File: src/rtl/instr_fetch.sv
// -----------------------------------------------------------------------------
// instr_fetch
//
// Instruction fetch unit with a built-in program loader. After reset the block
// sits in a load phase and writes incoming program words into the instruction
// memory at consecutive word addresses starting at LOAD_BASE. A load_done pulse
// ends the load phase. The block then fetches instructions one at a time from
// RESET_PC onwards and hands each one to decode with a valid/ready handshake.
// A redirect from the branch unit replaces the PC and cancels any fetch in
// progress.
//
// The instruction memory has a one-cycle read latency. Each fetch therefore
// takes three states:
//   S_REQ  : present the read address
//   S_RESP : capture the returned word into the output registers
//   S_OUT  : hold the instruction until decode accepts it
// This gives a peak rate of one instruction every three cycles.
//
// Parameters
//   RESET_PC   byte PC of the first fetch after loading completes
//   LOAD_BASE  byte address of the first word written during load
//
// Ports
//   clk             single clock, all logic on the rising edge
//   reset           synchronous, active-high reset
//   load_valid      program word present on load_data
//   load_data       program word to write into imem
//   load_ready      loader accepts a word this cycle
//   load_done       one-cycle pulse that ends the load phase
//   imem_address    word index to imem (byte address >> 2)
//   imem_rw         1 = read, 0 = write
//   imem_data_in    write data to imem
//   imem_data_out   read data from imem, valid one cycle after the address
//   redirect_valid  branch/jump redirect request
//   redirect_pc     new byte PC, bits [1:0] ignored
//   instr_valid     instr/instr_pc hold a fetched instruction
//   instr_ready     decode accepts the instruction
//   instr           fetched instruction word
//   instr_pc        byte PC of instr
// -----------------------------------------------------------------------------
module instr_fetch #(
    parameter logic [31:0] RESET_PC  = 32'h0000_0000,
    parameter logic [31:0] LOAD_BASE = 32'h0000_0000
) (
    input  logic        clk,
    input  logic        reset,
    input  logic        load_valid,
    input  logic [31:0] load_data,
    output logic        load_ready,
    input  logic        load_done,
    output logic [31:0] imem_address,
    output logic        imem_rw,
    output logic [31:0] imem_data_in,
    input  logic [31:0] imem_data_out,
    input  logic        redirect_valid,
    input  logic [31:0] redirect_pc,
    output logic        instr_valid,
    input  logic        instr_ready,
    output logic [31:0] instr,
    output logic [31:0] instr_pc
);

    typedef enum logic [1:0] {
        S_LOAD,
        S_REQ,
        S_RESP,
        S_OUT
    } state_t;

    state_t      r_state;
    state_t      w_state_nxt;
    logic [31:0] r_pc;
    logic [31:0] w_pc_nxt;
    logic [31:0] r_load_ptr;
    logic [31:0] w_load_ptr_nxt;
    logic [31:0] r_instr;
    logic [31:0] w_instr_nxt;
    logic [31:0] r_instr_pc;
    logic [31:0] w_instr_pc_nxt;
    logic        r_instr_valid;
    logic        w_instr_valid_nxt;
    logic        w_load_fire;
    logic        w_redirect;

    // -------------------------------------------------------------------------
    // State register
    // -------------------------------------------------------------------------
    // NOTE: registers are updated with non-blocking assignments so every flop
    // samples the values from before this edge, independent of statement order.
    always_ff @(posedge clk) begin
        if (reset) begin
            r_state       <= S_LOAD;
            r_pc          <= RESET_PC;
            r_load_ptr    <= LOAD_BASE;
            r_instr       <= '0;
            r_instr_pc    <= '0;
            r_instr_valid <= 1'b0;
        end else begin
            r_state       <= w_state_nxt;
            r_pc          <= w_pc_nxt;
            r_load_ptr    <= w_load_ptr_nxt;
            r_instr       <= w_instr_nxt;
            r_instr_pc    <= w_instr_pc_nxt;
            r_instr_valid <= w_instr_valid_nxt;
        end
    end

    // -------------------------------------------------------------------------
    // Next-state and output logic
    // -------------------------------------------------------------------------
    // Redirects only matter once fetching has started; the loader ignores them.
    assign w_redirect = redirect_valid && (r_state != S_LOAD);

    // load_ready follows load_valid in the load phase, so a presented word is
    // always accepted and written in the same cycle.
    assign w_load_fire = (r_state == S_LOAD) && load_valid && !reset;

    // NOTE: every signal driven here gets a default before the case statement;
    // a path that leaves one unassigned would otherwise infer a latch.
    always_comb begin
        w_state_nxt       = r_state;
        w_pc_nxt          = r_pc;
        w_load_ptr_nxt    = r_load_ptr;
        w_instr_nxt       = r_instr;
        w_instr_pc_nxt    = r_instr_pc;
        w_instr_valid_nxt = r_instr_valid;
        load_ready        = 1'b0;
        imem_rw           = 1'b1;
        imem_address      = {2'b00, r_pc[31:2]};
        imem_data_in      = '0;

        case (r_state)
            S_LOAD: begin
                load_ready   = load_valid;
                imem_rw      = ~load_valid;
                imem_address = {2'b00, r_load_ptr[31:2]};
                imem_data_in = load_data;
                if (w_load_fire) begin
                    w_load_ptr_nxt = r_load_ptr + 32'd4;
                end
                // The word presented alongside load_done is still written above.
                if (load_done) begin
                    w_state_nxt = S_REQ;
                    w_pc_nxt    = RESET_PC;
                end
            end

            S_REQ: begin
                w_state_nxt = S_RESP;
            end

            S_RESP: begin
                // Read data for the address presented in S_REQ is valid now.
                w_instr_nxt       = imem_data_out;
                w_instr_pc_nxt    = r_pc;
                w_instr_valid_nxt = 1'b1;
                w_pc_nxt          = r_pc + 32'd4;
                w_state_nxt       = S_OUT;
            end

            S_OUT: begin
                if (instr_ready) begin
                    w_instr_valid_nxt = 1'b0;
                    w_state_nxt       = S_REQ;
                end
            end

            default: begin
                w_state_nxt = S_LOAD;
            end
        endcase

        // A redirect wins over everything above, including a same-cycle
        // handshake in S_OUT and the capture in S_RESP: the word in flight
        // belongs to the old path and is dropped.
        if (w_redirect) begin
            w_pc_nxt          = redirect_pc & ~32'd3;
            w_instr_nxt       = r_instr;
            w_instr_pc_nxt    = r_instr_pc;
            w_instr_valid_nxt = 1'b0;
            w_state_nxt       = S_REQ;
        end

        // While reset is held the memory port must not write and the loader
        // must not see a handshake.
        if (reset) begin
            load_ready   = 1'b0;
            imem_rw      = 1'b1;
            imem_data_in = '0;
        end
    end

    assign instr_valid = r_instr_valid;
    assign instr       = r_instr;
    assign instr_pc    = r_instr_pc;

endmodule

File: config.mk
export PLATFORM = sky130hd
export DESIGN_NAME = instr_fetch
export DESIGN_NICKNAME = d
export VERILOG_FILES = /design/src/rtl/instr_fetch.sv
export SDC_FILE = /design/constraint.sdc
export NUM_CORES = 1
export LEC_CHECK = 0
export ABC_AREA = 1
export CORE_ASPECT_RATIO = 0.9
export CORE_UTILIZATION = 46
export DETAILED_ROUTE_END_ITERATION = 16
export HOLD_SLACK_MARGIN = 0.1
export PLACE_DENSITY = 0.78
export SLEW_MARGIN = 20
export SYNTH_ARGS = -nofsm -noshare
export SYNTH_HDL_FRONTEND = slang
export SYNTH_SLANG_ARGS = --single-unit
export TNS_END_PERCENT = 20
File: constraint.sdc
create_clock -name clk -period 2.3 [get_ports clk]
set_input_delay 0.345 -clock clk [delete_from_list [all_inputs] [get_ports clk]]
set_output_delay 0.345 -clock clk [all_outputs]
set_load 0.01 [all_outputs]
# Word level (Yosys, flattened, before mapping)
# Index checks and enable logic that the tools add are counted.
[word_totals]
elab_cells = 52
out_inout_bits = 131
ff_bits = 131
inputBits = 102
[op_classes]
addsub = 2
bitwise = 2
mux = 16
n_eq_ne = 7
reduce_logical = 17
[ops]
columns = ["op", "count"]
rows = [
  ["2-to-1 mux 32 bit", 4],
  ["adder 32 x 3 -> 32 bit (second input constant)", 2],
  ["one-hot mux 32 bit (2 select lines)", 1],
  ["2-to-1 mux 30 bit", 1],
  ["AND reduction 2 bit", 7],
  ["one-hot mux 2 bit (4 select lines)", 1],
  ["2-to-1 mux 1 bit", 6],
  ["inequality test 3 bit (second input constant)", 2],
  ["nonzero test 2 bit", 3],
  ["equality test 2 bit (second input constant)", 2],
  ["2-to-1 mux 2 bit", 2],
  ["inequality test 2 bit (second input constant)", 2],
  ["logical AND 1 bit", 3],
  ["nonzero test 3 bit", 1],
  ["equality test 2 x 1 -> 1 bit (second input constant)", 1],
  ["zero test 2 bit", 1],
  ["inverter 1 bit", 2],
  ["one-hot mux 1 bit (2 select lines)", 1],
  ["OR reduction 2 bit", 1],
  ["zero test 1 bit", 1],
]

# Longest topological paths before layout
# Gate-level depths: netlist (run 1).
[logic_depth]
ltp_word = 4
depth_mapped = 13
ltp_nobuf = 10

# Worst setup path after synthesis (run 1)
# OpenSTA, ideal clock, no wires.
[synth_path]
kind = "flip-flop to output port"
startpoint = "reg r_state[0]"
endpoint = "out imem_data_in[22]"
setup_slack_ns = 0.514
stages_incl_launch_ff = 8
arrival_ns = 1.441
n_path_buf = 3
t_required_ns = 1.955
cell_sequence = "dfxtp_1 inv_1 ha_1 buf_4 clkbuf_1 clkbuf_1 nand2_1 nor2_1"
[synth_between]
elab_chain_cells = 3
[synth_rtl]
columns = ["item", "line_no", "text"]
rows = [
  ["start: declaration", "70", "state_t r_state;"],
  ["start signal: assignment", "99", "r_state <= w_state_nxt;"],
  ["zero test 2 bit", "132", "case (r_state)"],
  ["2-to-1 mux 32 bit", "132", ""],
  ["2-to-1 mux 32 bit", "186", "if (reset) begin"],
  ["end: declaration", "53", "output logic [31:0] imem_data_in,"],
]
# Every way passes these cells.

# Worst setup path after layout (run 1)
[layout_path]
startpoint = "reg r_state[0]"
endpoint = "out imem_address[19]"
[layout_between]
elab_chain_cells = 2
[layout_rtl]
columns = ["item", "line_no", "text"]
rows = [
  ["zero test 2 bit", "132", ""],
  ["2-to-1 mux 30 bit", "132", ""],
  ["end: declaration", "51", "output logic [31:0] imem_address,"],
]
# Every way passes these cells.

==> results of run 1 <==
[routing by layer]
metal,wire (µm),GRT usage,vias up
met4,522,0.108,0
met2,9850,0.445,355
met1,9510,0.372,3507
li1,-,-,3863
met5,0,0,-
met3,2260,0.0682,38
[registers in the layout (all words and copies together), names as in the netlist]
| signal | cells |
|---|---|
| instr | 32 |
| instr_pc | 32 |
| instr_valid | 1 |
| r_load_ptr | 30 |
| r_pc | 32 |
| r_state | 2 |
[final cells by class]
| cell class | count | area, µm² |
|---|---|---|
| timing repair buffer | 253 | 2490 |
| sequential | 129 | 2580 |
| inverter | 89 | 342 |
| multi-input combinational | 798 | 3660 |
| clock buffer | 18 | 439 |
| tap | 193 | 241 |
| fill | 1276 | 4380 |
| clock inverter | 13 | 115 |
[per-stage QoR]
stage	total power, mW	utilization	area, µm²
after floorplan	4.80	-	6840
after global placement	6.39	0.652	9290
after detailed placement	6.46	0.652	9290
after CTS	9.02	0.691	9850
after global routing	9.59	0.693	9880
final	9.08	0.693	9880
[kinds of logic (layout without fill, tap and decap cells)]
logic type	Yosys count	in the layout	synth area share
flip-flops	129	129	0.378
AO/OA/AOI/OAI	184	184	0.140
other	1	2	0.000548
XOR/XNOR	8	8	0.0102
AND/OR/NAND/NOR	598	598	0.371
buffers and inverters	144	373	0.0897
adder cells (fa/ha/maj)	6	6	0.0110
[layout by cell type (no fill, tap or decap), drive strengths merged, types with 2 or more instances in the layout]
cell type,count
a211oi,2
a21oi,53
a22oi,8
a31oi,3
buf,24
clkbuf,19
clkdlybuf4s50,163
clkinv,8
clkinvlp,4
conb,2
dfxtp,129
dlygate4sd2,63
ha,6
inv,89
nand2,253
nand3,56
nand3b,5
nand4,14
nor2,243
nor3,23
o21ai,116
or2,2
xnor2,4
xor2,4
[critical path, stage by stage (launching register included)]
cell	delay, ns
dfxtp_1	0.38
inv_2	0.08
ha_4	0.21
clkbuf_16	0.20
o21ai_0	0.24
dlygate4sd2_1	0.32
[power by group through the flow]
stage	combinational, mW	clock, mW	sequential (mW)
floorplan	1.72	0	3.08
detailed placement	3.42	0	3.03
finish	3.55	2.53	3.00
global placement	3.38	0	3.02
CTS	3.48	2.56	2.99
global route	3.88	2.66	3.04
[repair_timing]
action                                  in CTS  in global routing
cloned                                       1                  1
buffers inserted                             3                  0
resized for setup                           79                  1
endpoints found under the hold margin        0                  0
endpoints found under the setup margin      64                  1
pin swaps                                    1                  0
[worst min-delay path by stage]
stage	startpoint	slack, ns	cells past startpoint	endpoint
global route	r_pc[0]	0.49	2	r_pc[0]
finish	r_pc[1]	0.46	2	r_pc[1]
global placement	r_pc[1]	0.43	2	r_pc[1]
floorplan	r_pc[0]	0.42	2	r_pc[0]
detailed placement	r_pc[0]	0.44	2	r_pc[0]
CTS	r_pc[0]	0.45	2	r_pc[0]
==> results.md, run 1 <==
- Status: complete, no violations
- Min Hold Slack: 0.455 ns
- DRT iter0 DRCs: 585
- Slew at the pin closest to its max-slew limit: 0.543 ns
- Max Slew Vio Count: 0
- Initial antenna violation count: 0
- CORE AREA: 14300 µm²
- FMAX: 455 MHz
- Top-count cell post-synth: nand2_1
- Synth cell count leaders: nand2_1, nor2_1, dfxtp_1, o21ai_0, inv_1
- # setup viols final: 0
- Part of the Yosys area used for sequential elements: 0.378
- Latest clock arrival within the worst-skew pair: 0.42 ns
- Top-area cell type share of the netlist area: 0.378
- Initial Util: 0.479
- Global-route wire length before repair: 34000 µm
- Hold Vio Cnt, Final: 0
- Post-DRT Antenna Nets: 0
- Worst Setup EP: imem_address[19]
- Clock root buffer: clkbuf_16
- Pwr dens: 919 nW/µm²
- Switching share of power: 0.371
- Syn Inst Count: 1070
- Antenna Cells: 0
- DR vias/cell: 5.20
- Reg2reg start: r_state[0]
- Synth warn: 0
- Largest cells by area after synthesis: dfxtp_1, nand2_1, nor2_1
- Syn Area/Cell: 6.39 µm²
- Routed len/inst: 14.8 µm
- Die H: 118 µm
- Final WL: 22100 µm
- Worst-path clk slew: 0.06 ns
- Die width: 131 µm
- Via count: 7763
- Top FF cell, synth: dfxtp_1
- Hold-fix buffers, CTS: 0
- PnR worst setup slack: 0.102 ns
- P_sw: 3.37 mW
- Gate power share: 0.391
- Internal: 5.72 mW
- Worst min path class: reg2reg
- Grt total ovfl: 0
- Cell count after placement: 1457
- Area Overhead vs Synth: 44.5%
- Port Buffer Count: 228
- Remaining DRCs: 0
- Die area: 15400 µm²
- Dpl hpwl: 15900 µm
- Setup crit start: r_state[0]
- Vias in the first global route: 6862
- CP startpoint kind: flip-flop
- TritonCTS Sinks: 129
- Setup TNS: 0 ns
- Finished Layout Cells: 1493
- Worst EP required: 1.96 ns
- Slew headroom: 0.638
- Worst Skew: 0.00747 ns
- Netlist cell types: 38
- Worst EP arrival: 1.85 ns
- Crit Path Category: reg2out
- Pre-CTS setup slack: 0.0349 ns
- CTS buffer count: 17
- Largest net degree at the start of global routing: 82
- Post-synthesis cell area: 6840 µm²
- Io pins: 233
- H-tree lvl count: 4
- R2R Path End: r_pc[23]
- CTS tree: yes
- Share of cells above drive strength 1: 0.0692
- NumNets Final: 1396
- Critical path peak fanout: 24
- Routability cong.: 0.957
- Post-synth ARST share: 0
- Clock Path Buffers: 2
- Max_cap viols: 0
- EDFF count, synth: 0
- Fin crit period: 2.20 ns
- Yosys top cell by area: dfxtp_1
- Clock power frac: 0.279
- FF-to-FF path depth: 11
- Crit end category: primary output
- Pre-antenna DRT Iters: 5
- Reg power frac: 0.330
- Period utilisation layout: 0.956
- Pleak: 4.11 nW
- Site row count: 41
- R2r setup slk: 0.18 ns
- FF+latch count, synth: 129
- Unrepaired setup endpoints after global routing: true
- Overall routing resource usage: 0.283
- Peak VDD IR: 0.000616 V
No activity file was read; power rests on OpenSTA's default activity.
==> inputs of run 2 (changes only) <==
TNS_END_PERCENT = unset   (was 20)
==> run 2 against run 1 <==
  * Critical path depth unchanged
  * Cell count stayed put
  * Worst setup slack got worse by 0.010 ns
  * Critical path type unchanged
  * Critical endpoint unchanged
==> results.md, run 2 (synthesis results as in run 1) <==
- FMAX: 453 MHz (-0.47%)
- Die H: 118 µm (unchanged)
- Overall power: 9.08 mW (about the same)
- Remaining DRCs: 0 (unchanged)
- Share of cells above drive strength 1: 0.0692 (unchanged)
- Worst-path clk slew: 0.06 ns (about the same)
- Max_cap viols: 0 (unchanged)
- H-tree lvl count: 4 (unchanged)
- Die area: 15400 µm² (unchanged)
- Routed len/inst: 14.9 µm (+0.38%)
- Worst EP required: 1.96 ns (about the same)
- Grt total ovfl: 0 (unchanged)
- Vias in the first global route: 6862 (unchanged)
- Area Overhead vs Synth: 44.5% (unchanged)
- Final WL: 22200 µm (+0.38%)
- Max Slew Vio Count: 0 (unchanged)
- Routability cong.: 0.957 (unchanged)
- Post-DRT Antenna Nets: 0 (unchanged)
- Worst min path class: reg2reg
- Switching share of power: 0.370 (-0.000401)
- Pre-antenna DRT Iters: 7 (+2)
- Pwr dens: 919 nW/µm² (about the same)
- P_sw: 3.36 mW (-0.15%)
- Unrepaired setup endpoints after global routing: true
- Via count: 7741 (-0.28%)
- CP peak stage delay: 0.38 ns (about the same)
- Site row count: 41 (unchanged)
- CP max-delay cell: dfxtp_1
- Initial antenna violation count: 0 (unchanged)
- Port Buffer Count: 228 (unchanged)
- Setup TNS: 0 ns (unchanged)
- Global-route wire length before repair: 34000 µm (about the same)
- Status: complete, no violations
- Internal: 5.72 mW (about the same)
- Io pins: 233 (unchanged)
- Antenna Cells: 0 (unchanged)
- Critical path peak fanout: 24 (unchanged)
- Pre-CTS setup slack: 0.0349 ns (unchanged)
- Most common cell after layout, fill and taps aside: nand2_1
- CTS buffer count: 17 (unchanged)
- Die width: 131 µm (unchanged)
- Clock Path Buffers: 2 (unchanged)
- # setup viols final: 0 (unchanged)
- Crit end category: primary output
- CORE AREA: 14300 µm² (unchanged)
- NumNets Final: 1396 (unchanged)
- Filler cell count: 1277 (+0.078%)
- Largest net degree at the start of global routing: 82 (unchanged)
- R2r setup slk: 0.19 ns (about the same)
- Cell count after placement: 1457 (unchanged)
- Latest clock arrival within the worst-skew pair: 0.42 ns (about the same)
- Dpl hpwl: 15900 µm (unchanged)
- Clock root buffer: clkbuf_16
- CP startpoint kind: flip-flop
- Period utilisation layout: 0.960 (+0.00451)
- PnR worst setup slack: 0.0912 ns (-0.0104 ns)
- Crit Path Category: reg2out
- Worst EP arrival: 1.86 ns (about the same)
- Cells along the critical path: inv_2, ha_4, clkbuf_16, o21ai_0, dlygate4sd2_1
- Finished Layout Cells: 1493 (unchanged)
- Most frequent cells in the layout: nand2_1, nor2_1, clkdlybuf4s50_1
- Fin crit period: 2.21 ns (+0.0104 ns)
- Slew at the pin closest to its max-slew limit: 0.549 ns (+0.00638 ns)
- Gate power share: 0.391 (about the same)
- TritonCTS Sinks: 129 (unchanged)
- Peak VDD IR: 0.000616 V (about the same)
- Hold Vio Cnt, Final: 0 (unchanged)
- Overall routing resource usage: 0.283 (about the same)
- Slew headroom: 0.634 (-0.00425)
- Worst Skew: 0.00772 ns (+0.000250 ns)
- Pleak: 4.11 nW (about the same)
- End-of-flow core utilization: 0.693 (unchanged)
- Initial Util: 0.479 (unchanged)
- DRT iter0 DRCs: 545 (-6.8%)
- DR vias/cell: 5.18 (-0.28%)
- CTS tree: yes
- Clock power frac: 0.279 (about the same)
- Reg power frac: 0.330 (about the same)
run 2: cell counts in the layout (fill, tap and decap cells not counted):
No cell type changed its count.
run 2: path summary, 6_finish.rpt:
path,start,to,cells past startpoint
setup / recovery,r_state[0],imem_address[19],5
hold / removal,r_pc[0],r_pc[0],2
setup reg to reg,r_state[0],r_load_ptr[22],12
hold reg to reg,r_pc[0],r_pc[0],2
run 2: per-layer routing:
layer	track usage	vias up	share of wire	wire, µm
li1	-	3868	-	-
met1	0.372	3495	0.43	9650
met2	0.445	344	0.45	9910
met3	0.0682	34	0.099	2200
met4	0.108	0	0.021	465
met5	0	-	0	0
run 2: final cells by class:
class	count	area (µm²)	area share
Sequential cell	129	2580	0.261
Tap cell	193	241	0.0244
Multi-Input combinational cell	798	3660	0.371
Clock inverter	13	115	0.0117
Clock buffer	18	439	0.0445
Timing Repair Buffer	253	2490	0.252
Inverter	89	342	0.0346
run 2: stage by stage:
step                      area, µm²  hold slack (ns)
after global placement         9290            0.431
final                          9880            0.453
after floorplan                6840            0.422
after global routing           9880            0.491
after CTS                      9850            0.449
after detailed placement       9290            0.441
run 2: power groups by stage:
| stage | Sequential (mW) | Combinational (mW) | Clock, mW |
|---|---|---|---|
| 2_1_floorplan | 3.08 | 1.72 | 0 |
| 3_3_place_gp | 3.02 | 3.38 | 0 |
| 3_5_place_dp | 3.03 | 3.42 | 0 |
| 4_1_cts | 2.99 | 3.48 | 2.56 |
| 5_1_grt | 3.04 | 3.89 | 2.66 |
| 6_report | 3.00 | 3.55 | 2.53 |
run 2: repair_timing:
item / CTS / global route
hold buffers: 0 / 0
pin swaps: 1 / 0
buffers inserted: 3 / 0
gates cloned: 1 / 1
resized for setup: 79 / 1
endpoints found under the setup margin: 64 / 1
run 2: critical path, delay by kind of cell, from the launching register on:
kind	cells	cell delay (ns)
buf+inv	3	0.60
flops	1	0.38
compound gates	1	0.24
fa+ha+maj	1	0.21
==> inputs of run 3 (changes only) <==
GPL_TIMING_DRIVEN = 1   (was unset)
==> results of run 3 <==
Same layout as run 2: the final DEF is identical, and so are final timing and power.
